**src/rtl/bounce_mover_2d.sv**
```systemverilog
// bounce_mover_2d: two-axis fixed-point object mover for a frame-based display.
// Once per frame the object advances by its speed on X and Y. It is held inside
// the frame window, and its speed is reflected at the walls and on external
// collisions. bounceX/bounceY pulse for one cycle when a wall reflection happens.
// Optional feature macro: BOUNCE_MOVER_SPEED_UP_EN. When it is defined, speedUp
// pulses raise the speed magnitude up to MAX_SPEED. When it is undefined, the
// speedUp port exists but has no effect.
module bounce_mover_2d #(
  parameter int INITIAL_X       = 256,
  parameter int INITIAL_Y       = 256,
  parameter int INITIAL_X_SPEED = 40,
  parameter int INITIAL_Y_SPEED = 0,
  parameter int OBJECT_WIDTH_X  = 64,
  parameter int OBJECT_HIGHT_Y  = 64,
  parameter int FRAME_LEFT      = 32,
  parameter int FRAME_TOP       = 32,
  parameter int FRAME_RIGHT     = 512,
  parameter int FRAME_BOTTOM    = 480,
  parameter int FP_SHIFT        = 6,
  parameter int SPEED_STEP      = 8,
  parameter int MAX_SPEED       = 256
) (
  input  logic               clk,
  input  logic               resetN,
  input  logic               startOfFrame,
  input  logic               enable,
  input  logic               collision,
  input  logic               speedUp,
  output logic signed [10:0] topLeftX,
  output logic signed [10:0] topLeftY,
  output logic               bounceX,
  output logic               bounceY
);

  // Window limits and initial values in fixed point. The max top-left leaves
  // room for the whole object inside the screen extent.
  localparam logic signed [31:0] X_MIN  = FRAME_LEFT << FP_SHIFT;
  localparam logic signed [31:0] Y_MIN  = FRAME_TOP << FP_SHIFT;
  localparam logic signed [31:0] X_MAX  = (FRAME_RIGHT - OBJECT_WIDTH_X) << FP_SHIFT;
  localparam logic signed [31:0] Y_MAX  = (FRAME_BOTTOM - OBJECT_HIGHT_Y) << FP_SHIFT;
  localparam logic signed [31:0] X_INIT = INITIAL_X << FP_SHIFT;
  localparam logic signed [31:0] Y_INIT = INITIAL_Y << FP_SHIFT;
  localparam logic signed [31:0] VX_INIT = INITIAL_X_SPEED;
  localparam logic signed [31:0] VY_INIT = INITIAL_Y_SPEED;
  localparam logic signed [31:0] STEP    = SPEED_STEP;
  localparam logic signed [31:0] SMAX    = MAX_SPEED;

  typedef enum logic [2:0] {
    IDLE_ST,
    MOVE_ST,
    REFLECT_ST,
    POSITION_CHANGE_ST,
    POSITION_LIMITS_ST
  } state_t;

  typedef struct packed {
    logic signed [31:0] pos;
    logic signed [31:0] spd;
    logic               hit;
  } axis_t;

  state_t             state;
  logic signed [31:0] xpos;
  logic signed [31:0] ypos;
  logic signed [31:0] xspd;
  logic signed [31:0] yspd;
  logic               col_flag;
  logic               su;
  axis_t              lim_x;
  axis_t              lim_y;

  // Grows the magnitude of a non-zero speed by STEP, keeps its sign, and
  // saturates at SMAX. A zero speed stays zero.
  function automatic logic signed [31:0] speed_up(input logic signed [31:0] s,
                                                  input logic en);
    logic signed [31:0] r;
    r = s;
    if (en) begin
      if (s > 0)
        r = (s >= SMAX - STEP) ? SMAX : s + STEP;
      else if (s < 0)
        r = (s <= STEP - SMAX) ? -SMAX : s - STEP;
    end
    return r;
  endfunction

  // Clamps one axis to [lo, hi]. The speed is turned back toward the window
  // only if it still points outward. A position exactly at a limit is legal.
  function automatic axis_t limit_axis(input logic signed [31:0] pos,
                                       input logic signed [31:0] spd,
                                       input logic signed [31:0] lo,
                                       input logic signed [31:0] hi);
    axis_t r;
    r.pos = pos;
    r.spd = spd;
    r.hit = 1'b0;
    if (pos < lo) begin
      r.pos = lo;
      r.hit = 1'b1;
      if (spd < 0) r.spd = -spd;
    end else if (pos > hi) begin
      r.pos = hi;
      r.hit = 1'b1;
      if (spd > 0) r.spd = -spd;
    end
    return r;
  endfunction

`ifdef BOUNCE_MOVER_SPEED_UP_EN
  assign su = speedUp;
`else
  assign su = speedUp & 1'b0;
`endif

  // Wall evaluation of the freshly updated position, consumed in POSITION_LIMITS_ST.
  always_comb begin
    lim_x = limit_axis(xpos, xspd, X_MIN, X_MAX);
    lim_y = limit_axis(ypos, yspd, Y_MIN, Y_MAX);
  end

  // Frame sequencer: reflect, then advance, then clamp. Outputs are registered.
  always_ff @(posedge clk or negedge resetN) begin
    if (!resetN) begin
      state    <= IDLE_ST;
      xpos     <= X_INIT;
      ypos     <= Y_INIT;
      xspd     <= VX_INIT;
      yspd     <= VY_INIT;
      col_flag <= 1'b0;
      bounceX  <= 1'b0;
      bounceY  <= 1'b0;
    end else begin
      bounceX <= 1'b0;
      bounceY <= 1'b0;
      case (state)
        IDLE_ST: begin
          xpos     <= X_INIT;
          ypos     <= Y_INIT;
          xspd     <= VX_INIT;
          yspd     <= VY_INIT;
          col_flag <= 1'b0;
          if (startOfFrame) state <= MOVE_ST;
        end
        MOVE_ST: begin
          xspd <= speed_up(xspd, su);
          yspd <= speed_up(yspd, su);
          if (startOfFrame && !enable)
            col_flag <= 1'b0;
          else if (collision)
            col_flag <= 1'b1;
          if (startOfFrame && enable) state <= REFLECT_ST;
        end
        REFLECT_ST: begin
          // A collision seen in this cycle belongs to the next frame.
          xspd     <= speed_up(col_flag ? -xspd : xspd, su);
          yspd     <= speed_up(col_flag ? -yspd : yspd, su);
          col_flag <= collision;
          state    <= POSITION_CHANGE_ST;
        end
        POSITION_CHANGE_ST: begin
          xpos <= xpos + xspd;
          ypos <= ypos + yspd;
          xspd <= speed_up(xspd, su);
          yspd <= speed_up(yspd, su);
          if (collision) col_flag <= 1'b1;
          state <= POSITION_LIMITS_ST;
        end
        POSITION_LIMITS_ST: begin
          xpos    <= lim_x.pos;
          ypos    <= lim_y.pos;
          xspd    <= speed_up(lim_x.spd, su);
          yspd    <= speed_up(lim_y.spd, su);
          bounceX <= lim_x.hit;
          bounceY <= lim_y.hit;
          if (collision) col_flag <= 1'b1;
          state <= MOVE_ST;
        end
        default: state <= IDLE_ST;
      endcase
    end
  end

  // Pixel position: floor of the fixed-point value, kept to the output width.
  assign topLeftX = 11'(xpos >>> FP_SHIFT);
  assign topLeftY = 11'(ypos >>> FP_SHIFT);

endmodule

```
**config.mk**
```make
export PLATFORM = sky130hd
export DESIGN_NAME = bounce_mover_2d
export DESIGN_NICKNAME = d
export VERILOG_FILES = /design/src/rtl/bounce_mover_2d.sv
export SDC_FILE = /design/constraint.sdc
export NUM_CORES = 1
export LEC_CHECK = 0
export ABC_AREA = 1
export BUFFER_PORTS_ARGS = -buffer_cell sky130_fd_sc_hd__buf_2
export CORE_UTILIZATION = 40
export CTS_CLUSTER_SIZE = 24
export DETAILED_ROUTE_END_ITERATION = 6
export SKIP_CTS_REPAIR_TIMING = 1
export SLEW_MARGIN = 20
export SYNTH_ARGS = -nofsm -noshare
export SYNTH_HDL_FRONTEND = slang
export SYNTH_SLANG_ARGS = --single-unit
```
**constraint.sdc**
```tcl
create_clock -name clk -period 1.98 [get_ports clk]
set_input_delay 0.198 -clock clk [delete_from_list [all_inputs] [get_ports clk]]
set_output_delay 0.198 -clock clk [all_outputs]
set_load 0.1 [all_outputs]
```
==> results.json <==
{
  "routedWlPerCell_um": 17.5,
  "slew_violations": 0,
  "yosysUniqueCellTypes": 42,
  "synthDominantCellAreaShare_pct": 26.0,
  "die_width_um": 179,
  "numPortBuffers": 28,
  "number_of_antenna_violations_at_the_first_check_in_global_routing": 0,
  "placement.setup.worst_slack_ns": -0.231,
  "vias_per_cell": 5.35,
  "fmax_mhz": 470,
  "endpoint_kind": "flop",
  "top_level_ports": 30,
  "power.density_cell_area_nw_per_um2": 1410,
  "synthArstFlopShare_pct": 100,
  "hp-class": "input pin to flop",
  "met3WireLength_mm": 2.39,
  "slew_headroom_pct": 60.6,
  "vias": 15100,
  "core_sq_um": 30700,
  "synthCells": 2078,
  "final-hold-violation-count": 0,
  "grt_pass1_vias": 13600,
  "clkTransAtPathRegs_ns": 0.07,
  "initial_core_util_pct": 40.8,
  "drc_marker_count_from_the_first_detailed_route_iteration": 992,
  "synth_ff_type": "dfrtp_1",
  "routabilityCongestion": 1.01,
  "grt_use_total_pct": 28.7,
  "synthToLayoutAreaGrowth_pct": 47.9,
  "worst-setup-path-type": "flop to flop",
  "critPathMostFrequentCell": "nand3_1",
  "ys_top_cells_by_area": "dfrtp_1 (26%), nand2_1 (23%), nor2_1 (8.1%), ha_1 (6.4%), nand3_1 (5.6%)",
  "worstSetupStartpointType": "flop",
  "finalClockSkew_ns": 0.0117,
  "cts_buffer_depth": 2,
  "placed_cell_area_sq_um": 15000,
  "die_area_sq_um": 32100,
  "clock_tree.htree_level_count": 4,
  "outcome": "finished with violations",
  "period_share_pct": 107,
  "grt_setup_unrepaired": "true",
  "cpPeakStageDelay_ns": 0.57,
  "setup_viol": 73,
  "slew_worst_pin_ns": 0.591,
  "highest-signal-layer": "met4",
  "grt_first_pass_wirelength_mm": 70.6,
  "synth.cell_area_sq_um": 12500,
  "critPathRequiredTime_ns": 2.32,
  "final_nets": 2475,
  "post-route-util_pct": 60.3,
  "fin_crit_ns": 2.13,
  "global_route.overflow_total": 0,
  "ys.warnings.count": 0,
  "tritoncts": "built",
  "met2_wirelength_mm": 23.5,
  "chipHeight_um": 179,
  "placement_rows": 64,
  "antenna_cells": 0,
  "clk_latency_ns": 0.46,
  "fraction_of_final_layout_cells_with_drive_strength_greater_than_1_pct": 38.4,
  "met1Wirelength_mm": 20.1,
  "layout_setup_ws_ns": -0.147,
  "synth.yosys.seq_area_share_pct": 26.8,
  "max-vdd-ir-drop_mv": 1.24,
  "synth.net_count": 2150,
  "synth_area_leader_cell": "dfrtp_1",
  "cts_made_buffers": 17,
  "failed_checks": "design-rule violations, negative setup slack",
  "ffs_latches_synth": 134,
  "synth_area_per_cell_sq_um": 6.03,
  "critPathSlowestCell": "dfstp_2",
  "drc_errors": 4,
  "final_design_area_no_fill_sq_um": 18500,
  "critical_path.cell_chain": "ha_1 -> a21oi_2 -> o21ai_1 -> a21oi_1 -> nand2_2 -> nand3b_1 -> nand3_1 -> nand3_1 -> nand2_1",
  "finalWirelength_mm": 49.1,
  "cts_root_buf": "clkbuf_16",
  "cts_num_sinks": 134,
  "antenna_violating_nets_post_route": 0,
  "synth_edf_count": 0,
  "detailedRoute.firstPassIterationCount": 7,
  "post-dp-hpwl_mm": 34.0,
  "cp.arrival_ns": 2.47,
  "cap_violations": 0,
  "critical_path.max_fanout": 4,
  "grt_max_degree": 51,
  "p_leak_nw": 9.38
}
-- state kept, by name, indices dropped and copies added, names as in the netlist --
signal / flops
bounceY: 1
state: 3
col_flag: 1
xspd: 32
ypos: 32
yspd: 32
xpos: 32
bounceX: 1
-- cells by family (layout without fill, tap and decap cells) --
logic type      after synthesis  in the layout  synth area share, %
xor+xnor                     44             44                 3.07
fa+ha+maj                    66             66                 6.71
simple gates               1295           1295                 42.7
buf+inv                     259            597                 9.05
flops                       134            134                 26.8
compound gates              280            280                 11.7
-- worst max-delay path, delay by kind of cell (launching register included) --
family	cells	cell delay, ns
simple gates	5	0.60
flops	1	0.57
compound gates	3	0.56
fa+ha+maj	1	0.29
-- layout make-up --
| class | count | area, sq um |
|---|---|---|
| Sequential cell | 134 | 3420 |
| Timing Repair Buffer | 376 | 3200 |
| Fill cell | 2734 | 12200 |
| Clock inverter | 14 | 213 |
| Multi-Input combinational cell | 1685 | 10100 |
| Inverter | 189 | 722 |
| Tap cell | 396 | 495 |
| Clock buffer | 18 | 429 |
-- layer usage --
layer | GRT usage (%) | vias to the layer above
li1 | - | 7317
met1 | 35.0 | 7036
met2 | 48.8 | 539
met3 | 3.54 | 159
met4 | 16.0 | 0
met5 | 0 | -
-- layout by cell type, fill, tap and decap left out, drive strengths merged, types with 5 or more instances in the layout --
cell type and count:
a21oi 129, buf 368, clkbuf 25, dfrtp 130
ha 64, inv 193, nand2 777, nand3 144
nand3b 14, nand4 20, nor2 283, nor3 22
o211ai 5, o21a 5, o21ai 124, o21bai 5
or2 32, xnor2 24, xor2 20
-- synthesized netlist by cell type, drive strengths merged, types with 4 or more instances --
master  count
nand3b     14
inv       186
dfstp       4
o21a        5
or2        32
nor2      283
dfrtp     130
o211ai      5
nand3     144
xnor2      24
a31oi       4
nor3       22
ha         64
o21bai      5
a21oi     129
nand2     777
xor2       20
nand4      20
o21ai     124
clkbuf     18
buf        52
-- power breakdown --
group	total, mW	switching [mW]	internal, mW
sequential	4.22	0.882	3.34
combinational	18.2	11.0	7.21
clock	3.68	1.52	2.15
-- stage by stage --
stage / hold WS [ns] / total power [mW] / setup TNS, ns / cells
2_1_floorplan: -0.0976 / 12.4 / 0 / 2078
3_3_place_gp: 0.194 / 17.2 / -7.30 / 2712
3_5_place_dp: 0.193 / 17.4 / -8.75 / 2712
4_1_cts: -0.283 / 21.1 / -11.38 / 2744
5_1_grt: 0.0828 / 27.6 / -13.71 / 2812
6_report: 0.0783 / 26.1 / -4.58 / 2812
-- final timing paths --
path	start	end	slack, ns	cells past startpoint
max	xpos[14]	xpos[31]	-0.15	9
min	startOfFrame	state[0]	0.08	4
max reg2reg	xpos[14]	xpos[31]	-0.15	9
min reg2reg	xpos[5]	xpos[5]	0.54	2
max in group asynchronous	resetN	yspd[2]	0.92	3
min in group asynchronous	resetN	xpos[27]	0.26	2
No activity file was read; power rests on OpenSTA's default activity.
